[src/rtl/alu_pipe.sv]
// alu_pipe: registered Hack-style ALU with carry/overflow flags and a
// multi-cycle unsigned shift-add multiply. Operands arrive on a valid/ready
// input handshake; the result is held until consumed on the output side.
//
// Ports:
//   clk, rst_n              clock, async active-low reset
//   in_valid / in_ready     operand beat handshake (in_ready is combinational)
//   x, y [WIDTH]            operands
//   zx nx zy ny f no        Hack control bits
//   mul                     multiply select (overrides f)
//   out_valid / out_ready   result handshake
//   o [WIDTH], zr, ng       result, zero, negative
//   cy, ov                  carry / high-product nonzero, signed add overflow
module alu_pipe #(
  parameter int WIDTH = 16,
  parameter int CNT_W = $clog2(WIDTH+1)
) (
  input  logic             clk,
  input  logic             rst_n,
  input  logic             in_valid,
  output logic             in_ready,
  input  logic [WIDTH-1:0] x,
  input  logic [WIDTH-1:0] y,
  input  logic             zx,
  input  logic             nx,
  input  logic             zy,
  input  logic             ny,
  input  logic             f,
  input  logic             no,
  input  logic             mul,
  output logic             out_valid,
  input  logic             out_ready,
  output logic [WIDTH-1:0] o,
  output logic             zr,
  output logic             ng,
  output logic             cy,
  output logic             ov
);

  typedef enum logic [1:0] {S_IDLE, S_MUL, S_HOLD} state_t;

  localparam logic [CNT_W-1:0] LAST = CNT_W'(WIDTH-1);

  state_t r_state, w_state_nxt;

  logic [WIDTH-1:0]   w_x, w_y, w_r, w_o;
  logic [WIDTH:0]     w_sum;
  logic               w_take, w_mul_done;
  logic [2*WIDTH-1:0] w_acc_nxt;

  logic [2*WIDTH-1:0] r_mx;   // multiplicand, shifted left each step
  logic [WIDTH-1:0]   r_my;   // multiplier, consumed LSB-first
  logic [2*WIDTH-1:0] r_acc;
  logic [CNT_W-1:0]   r_cnt;
  logic               r_no;   // output invert captured with the mul beat

  // operand preprocessing
  always_comb begin
    w_x = zx ? '0 : x;
    w_x = nx ? ~w_x : w_x;
    w_y = zy ? '0 : y;
    w_y = ny ? ~w_y : w_y;
  end

  assign w_sum      = {1'b0, w_x} + {1'b0, w_y};
  assign w_r        = f ? w_sum[WIDTH-1:0] : (w_x & w_y);
  assign w_o        = no ? ~w_r : w_r;

  assign in_ready   = (r_state == S_IDLE) || (r_state == S_HOLD && out_ready);
  assign out_valid  = (r_state == S_HOLD);
  assign w_take     = in_valid && in_ready;

  assign w_acc_nxt  = r_my[0] ? (r_acc + r_mx) : r_acc;
  assign w_mul_done = (r_state == S_MUL) && (r_cnt == LAST);

  always_ff @(posedge clk or negedge rst_n) begin
    if (!rst_n) r_state <= S_IDLE;
    else        r_state <= w_state_nxt;
  end

  always_comb begin
    w_state_nxt = r_state;
    case (r_state)
      S_IDLE, S_HOLD: begin
        if (w_take)                          w_state_nxt = mul ? S_MUL : S_HOLD;
        else if (r_state == S_HOLD && out_ready) w_state_nxt = S_IDLE;
      end
      S_MUL:   if (w_mul_done) w_state_nxt = S_HOLD;
      default: w_state_nxt = S_IDLE;
    endcase
  end

  // multiply datapath
  always_ff @(posedge clk or negedge rst_n) begin
    if (!rst_n) begin
      r_mx  <= '0;
      r_my  <= '0;
      r_acc <= '0;
      r_cnt <= '0;
      r_no  <= 1'b0;
    end else if (w_take && mul) begin
      r_mx  <= {{WIDTH{1'b0}}, w_x};
      r_my  <= w_y;
      r_acc <= '0;
      r_cnt <= '0;
      r_no  <= no;
    end else if (r_state == S_MUL) begin
      r_acc <= w_acc_nxt;
      r_mx  <= r_mx << 1;
      r_my  <= r_my >> 1;
      r_cnt <= r_cnt + 1'b1;
    end
  end

  // result and flag registers; untouched while a result waits in HOLD
  always_ff @(posedge clk or negedge rst_n) begin
    if (!rst_n) begin
      o  <= '0;
      zr <= 1'b0;
      ng <= 1'b0;
      cy <= 1'b0;
      ov <= 1'b0;
    end else if (w_take && !mul) begin
      o  <= w_o;
      zr <= (w_o == '0);
      ng <= w_o[WIDTH-1];
      cy <= f & w_sum[WIDTH];
      ov <= f & (w_x[WIDTH-1] == w_y[WIDTH-1]) & (w_sum[WIDTH-1] != w_x[WIDTH-1]);
    end else if (w_mul_done) begin
      o  <= r_no ? ~w_acc_nxt[WIDTH-1:0] : w_acc_nxt[WIDTH-1:0];
      zr <= ((r_no ? ~w_acc_nxt[WIDTH-1:0] : w_acc_nxt[WIDTH-1:0]) == '0);
      ng <= r_no ? ~w_acc_nxt[WIDTH-1] : w_acc_nxt[WIDTH-1];
      cy <= |w_acc_nxt[2*WIDTH-1:WIDTH];
      ov <= 1'b0;
    end
  end

endmodule

[config.mk]
export PLATFORM = sky130hd
export DESIGN_NAME = alu_pipe
export DESIGN_NICKNAME = d
export VERILOG_FILES = /design/src/rtl/alu_pipe.sv
export SDC_FILE = /design/constraint.sdc
export NUM_CORES = 1
export LEC_CHECK = 0
export CAP_MARGIN = 30
export CORE_MARGIN = 4
export CORE_UTILIZATION = 45
export DETAILED_ROUTE_END_ITERATION = 7
export SKIP_CTS_REPAIR_TIMING = 1
export SYNTH_ARGS = -nofsm -noshare
export SYNTH_HDL_FRONTEND = slang
export SYNTH_SLANG_ARGS = --single-unit
export TNS_END_PERCENT = 10
[constraint.sdc]
create_clock -name clk -period 8.6 [get_ports clk]
set_input_delay 0.86 -clock clk [delete_from_list [all_inputs] [get_ports clk]]
set_output_delay 0.86 -clock clk [all_outputs]
set_load 0.005 [all_outputs]
After elaboration in Yosys (flattened, before gate mapping)
Index checks and enable logic that the tools add are counted.

Register bits: 108. Input port bits: 43. Output and inout port bits: 22.

$add $sub $neg: 3. Eq/ne operators: 7. Mux-type cells: 32. Bitwise gates (word level): 9. Reductions and logical operators: 15.

Operators by type and width (count): $mux 16 (11); $mux 32 (5); $not 16->16 (4); $add 32x32->32 (1); $logic_not 16->1 (2); $add 16x16->17 (1); $and 16x16->16 (1); $reduce_or 16->1 (1); $mux 5 (2); $mux 1 (9); $mux 2 (4); $add 5x1->5 const B (1); $eq 5x4->1 const B (1); $logic_and 1x1->1 (5); $pmux 2 s2 (1); $reduce_bool 2->1 (2); $and 1x1->1 (3); $ne 3x3->1 const B (1); $eq 2x1->1 const B (1); $eq 2x2->1 const B (1); $logic_not 2->1 (1); $ne 2x2->1 const B (1); $reduce_and 2->1 (1); $reduce_or 2->1 (1); other kinds (5) (5).

Depth between registers and ports, before layout
Word-level depth: 9. Depth in mapped cells: 15. Mapped depth without buffers: 14.

Worst setup path after synthesis
OpenSTA, ideal clock, no wires.

Path type: input to register. Start: input nx. End: register zr. Setup time: 0.076 ns. Arrival: 4.189 ns. Data required time: 8.524 ns. Path slack: 4.335 ns. Cell stages on the path: 14. Cells stage by stage: buf_4 buf_1 xnor2_1 ha_1 inv_1 fa_1 nor4_1 o32ai_2 a2111oi_2 nor3b_1 or3b_2 mux2i_1 nand4_1 o21ai_1.

Longest elaborated chain between the ends: 7. Elaborated cells on any way between the ends: 8. Classes of those cells: 1 x add/sub; 4 x mux; 2 x bitwise; 1 x reduce/logical.

RTL lines: start, declared (RTL line 25) `input logic nx,`; $mux 16 * (RTL line 60) `w_x = nx ? ~w_x : w_x;`; $add 16x16->17 / $and 16x16->16 (equally long branches) (RTL line 65, 66); $mux 16 * (RTL line 66) `assign w_r = f ? w_sum[WIDTH-1:0] : (w_x & w_y);`; $not 16->16 (RTL line 67) `assign w_o = no ? ~w_r : w_r;`; $mux 16 * (RTL line 67); $logic_not 16->1 * (RTL line 125) `zr <= (w_o == '0);`; $mux 1 * (RTL line 123) `end else if (w_take && !mul) begin`; end signal, assigned (RTL line 125); end signal, assigned (RTL line 131) `zr <= ((r_no ? ~w_acc_nxt[WIDTH-1:0] : w_acc_nxt[WIDTH-1:0]) == '0);`; end, declared (RTL line 34) `output logic zr,`.

Mark *: on every way between the ends. The rest lies on a longest branch, timed or not. A chain may end at the register's enable or synchronous reset.

Worst setup path after layout
Start: input zx. End: register zr.

Longest elaborated chain between the ends: 9. Elaborated cells on any way between the ends: 10. Classes of those cells: 1 x add/sub; 5 x mux; 3 x bitwise; 1 x reduce/logical.

RTL lines: start, declared (RTL line 24) `input logic zx,`; $mux 16 * (RTL line 59) `w_x = zx ? '0 : x;`; $not 16->16 (RTL line 60); $mux 16 * (RTL line 60); $add 16x16->17 / $and 16x16->16 (equally long branches) (RTL line 65, 66); $mux 16 * (RTL line 66); $not 16->16 (RTL line 67); $mux 16 * (RTL line 67); $logic_not 16->1 * (RTL line 125); $mux 1 * (RTL line 123).

Marked as above.

==> flow_metrics.env <==
export IMPL_tritoncts="yes"
export IMPL_antenna_found_initial=0
export IMPL_coreArea_sq_um=19530
export IMPL_hp_start="r_my[5]"
export IMPL_port_buffers=64
export IMPL_peakVddDrop_uv=148.3
export IMPL_path_class="primary input to flip-flop"
export IMPL_htreeDepth=3
export IMPL_synth_most_common_cell="nand2_1"
export IMPL_top_level_ports=65
export IMPL_synth_top_family_by_area="simple AND/OR/NAND/NOR gates"
export IMPL_grt_pass1_vias=7536
export IMPL_critical_path_cell_chain="clkdlybuf4s50_1 > nand2b_1 > xnor2_1 > ha_1 > inv_1 > fa_1 > nor4_1 > o32ai_2 > a21oi_1 > o311a_1 > o21bai_1 > nand4_1 > nor4_1 > nand4_1 > o21ai_1"
export IMPL_status="complete, no violations"
export IMPL_setup_violations_final=0
export IMPL_slew_headroom_pct=40.70
export IMPL_finalWeightedCongestion=0.9237
export IMPL_die_area_sq_um=22300
export IMPL_power_w=0.003190
export IMPL_muxShareOfSynthArea_pct=3.452
export IMPL_synth_edff_count=0
export IMPL_crit_arrival_ps=4870
export IMPL_timing_setup_tns_ps=0
export IMPL_synth_top_area_cell="dfrtp_1"
export IMPL_finClkSkew_ps=14.06
export IMPL_grt_max_degree=63
export IMPL_cts_made_buffers=9
export IMPL_dr_pass1_iters=5
export IMPL_finalCritPeriodShare_pct=53.27
export IMPL_synth_seq_cells=107
export IMPL_wl_per_cell_microns=18.51
export IMPL_start_kind="primary input"
export IMPL_drv_cap=0
export IMPL_synth_seq_area_share_pct=29.79
export IMPL_synthAdderAreaFrac_pct=7.266
export IMPL_cp_end_kind="flip-flop"
export IMPL_routed_wirelength_microns=26140
export IMPL_r2r_start="r_mx[0]"
export IMPL_grt_usage_pct=23.80
export IMPL_synth_ff_type="dfrtp_1"
export IMPL_max_freq_mhz=218.3
export IMPL_fin_nets=1236
export IMPL_crit_required_ps=8890
export IMPL_syn_area_sq_um=8989
export IMPL_synth_nets=1209
export IMPL_place_ws_ps=3707
export IMPL_drt_iter0_drc=699
export IMPL_finalHoldViolations=0
export IMPL_endpoint="zr"
export IMPL_die_h_microns=149.3
export IMPL_clk_path_buf_depth=2
export IMPL_dp_hpwl_microns=19390
export IMPL_ys_types=82
export IMPL_vias_per_cell=5.705
export IMPL_r2r_end="cy"
export IMPL_slowest_stage="clkdlybuf4s50_1"
export IMPL_routed_via_count=8056
export IMPL_leakagePower_nw=4.414
export IMPL_finalWorstSetupSlack_ps=4019
export IMPL_cpPeakStageDelay_ps=630
export IMPL_final_layout_size_suffix_gt1_share_pct=5.057
export IMPL_syn_inst=1115
export IMPL_ys_warn_count=0
export IMPL_synth_simple_gate_area_share_pct=24.33
export IMPL_ys_top_cells_by_area="dfrtp_1, nand2_1, ha_1"
export IMPL_placed_area_sq_um=9833
export IMPL_antenna_left=0
export IMPL_synth_xor_area_share_pct=10.82
export IMPL_design_area_sq_um=10130
export IMPL_synthArstFlopShare_pct=100.0
export IMPL_clkLatencyLatePin_ps=360
export IMPL_globalRoute_totalOverflow=0
export IMPL_startpoint="zx"
export IMPL_initial_utilization_pct=46.03
export IMPL_grt_pass1_wl_microns=42000
export IMPL_num_rows=51
export IMPL_n_antenna_cell=0
export IMPL_synth_cells_most_frequent="nand2_1, dfrtp_1, o21ai_0"
export IMPL_rrSetupSlack_ps=4480
export IMPL_synth_top_area_share_pct=29.79
export IMPL_min_path_type="flip-flop to flip-flop"
export IMPL_cts_sinks=107
export IMPL_ff2ff_path_depth=14
export IMPL_clockRootBuffer="clkbuf_16"
export IMPL_powerDensity_nw_per_um2=315.1
export IMPL_drv_slew=0
export IMPL_utilization_pct=51.86
export IMPL_die_w_microns=149.3
export IMPL_synth_compound_area_share_pct=20.42
export IMPL_worst_slew_pin_transition_ps=867.1
export IMPL_drc=0
export IMPL_rsz0062_at_grt="no"
export IMPL_finalCriticalPeriod_ps=4581
export IMPL_synth_avg_cell_area_sq_um=8.062
export IMPL_area_growth_pct=12.65
export IMPL_cp_max_fo=16
export IMPL_clk_pin_slew_worst_paths_ps=80
placed cells by master, fill, tap and decap left out, types with 4 or more instances in the layout:
master and instances:
nor3_1 20, nor2b_1 26, nor3b_1 5, clkbuf_16 9
o21ai_0 82, inv_1 27, a21o_1 20, nor2_1 52
dfrtp_1 107, or3_1 6, buf_4 16, o211ai_1 4
and2_1 4, and3_1 5, a21oi_1 66, a221o_1 8
a31oi_1 14, xor2_1 42, nor4_1 8, ha_1 49
nand2b_1 29, nand3_1 57, clkdlybuf4s50_1 63, a211o_1 4
a211oi_1 9, o21a_1 11, nand2_1 194, o21bai_1 8
o31a_1 4, mux2i_1 31, nand4_1 12, o31ai_1 8
xnor2_1 57
cells by family after synthesis:
family | count (synthesis)
AO/OA/AOI/OAI | 282
multiplexers | 31
flip-flops | 107
adder cells (fa/ha/maj) | 51
XOR/XNOR | 104
buffers and inverters | 90
AND/OR/NAND/NOR | 450
stage by stage:
stage,hold slack (ps),std cells
finish,484.5,1412
global placement,455.5,1395
floorplan,448.8,1115
detailed placement,462.6,1396
CTS,482.4,1412
global route,519.3,1412
metal layers:
layer  track usage [%]  wire length, microns
met3             2.796                  1112
met4             4.439                   282
met1             35.50                 12900
met5                 0                     0
met2             37.54                 11850
sequential cells by signal, indices dropped and copies added (netlist names):
signal and count:
r_acc 32, r_mx 32, o 16, r_my 16
r_cnt 5, r_state 2, cy 1, ov 1
r_no 1, zr 1
critical path: cells and delay by family:
family / cells / cell delay [ps]
AND/OR/NAND/NOR: 5 / 1310
AO/OA/AOI/OAI: 5 / 1050
buffers and inverters: 2 / 710
adder cells (fa/ha/maj): 2 / 710
XOR/XNOR: 1 / 230
power breakdown:
part           switching [W]  total [W]  internal [W]  leakage, nW
clock network       0.000221   0.000426      0.000205        0.145
registers           0.000193   0.000911      0.000717         1.38
logic                0.00110    0.00185      0.000749         2.89
layout make-up:
type                    instances  area, sq um
fillers                      1970         9400
repair buffers                 79        750.7
clock buffers                   9        225.2
multi-input cells             918         5972
clock inverters                 7        67.56
flip-flops and latches        107         2678
inverters                      27        101.3
well taps                     265        331.6
worst min path at each step:
stage,endpoint,cells past startpoint
after global routing,r_my[8],2
after global placement,r_my[4],2
final,r_my[4],2
after detailed placement,r_my[4],2
after CTS,r_my[4],2
after floorplan,r_my[10],2
(Power assumes the default switching activity.)
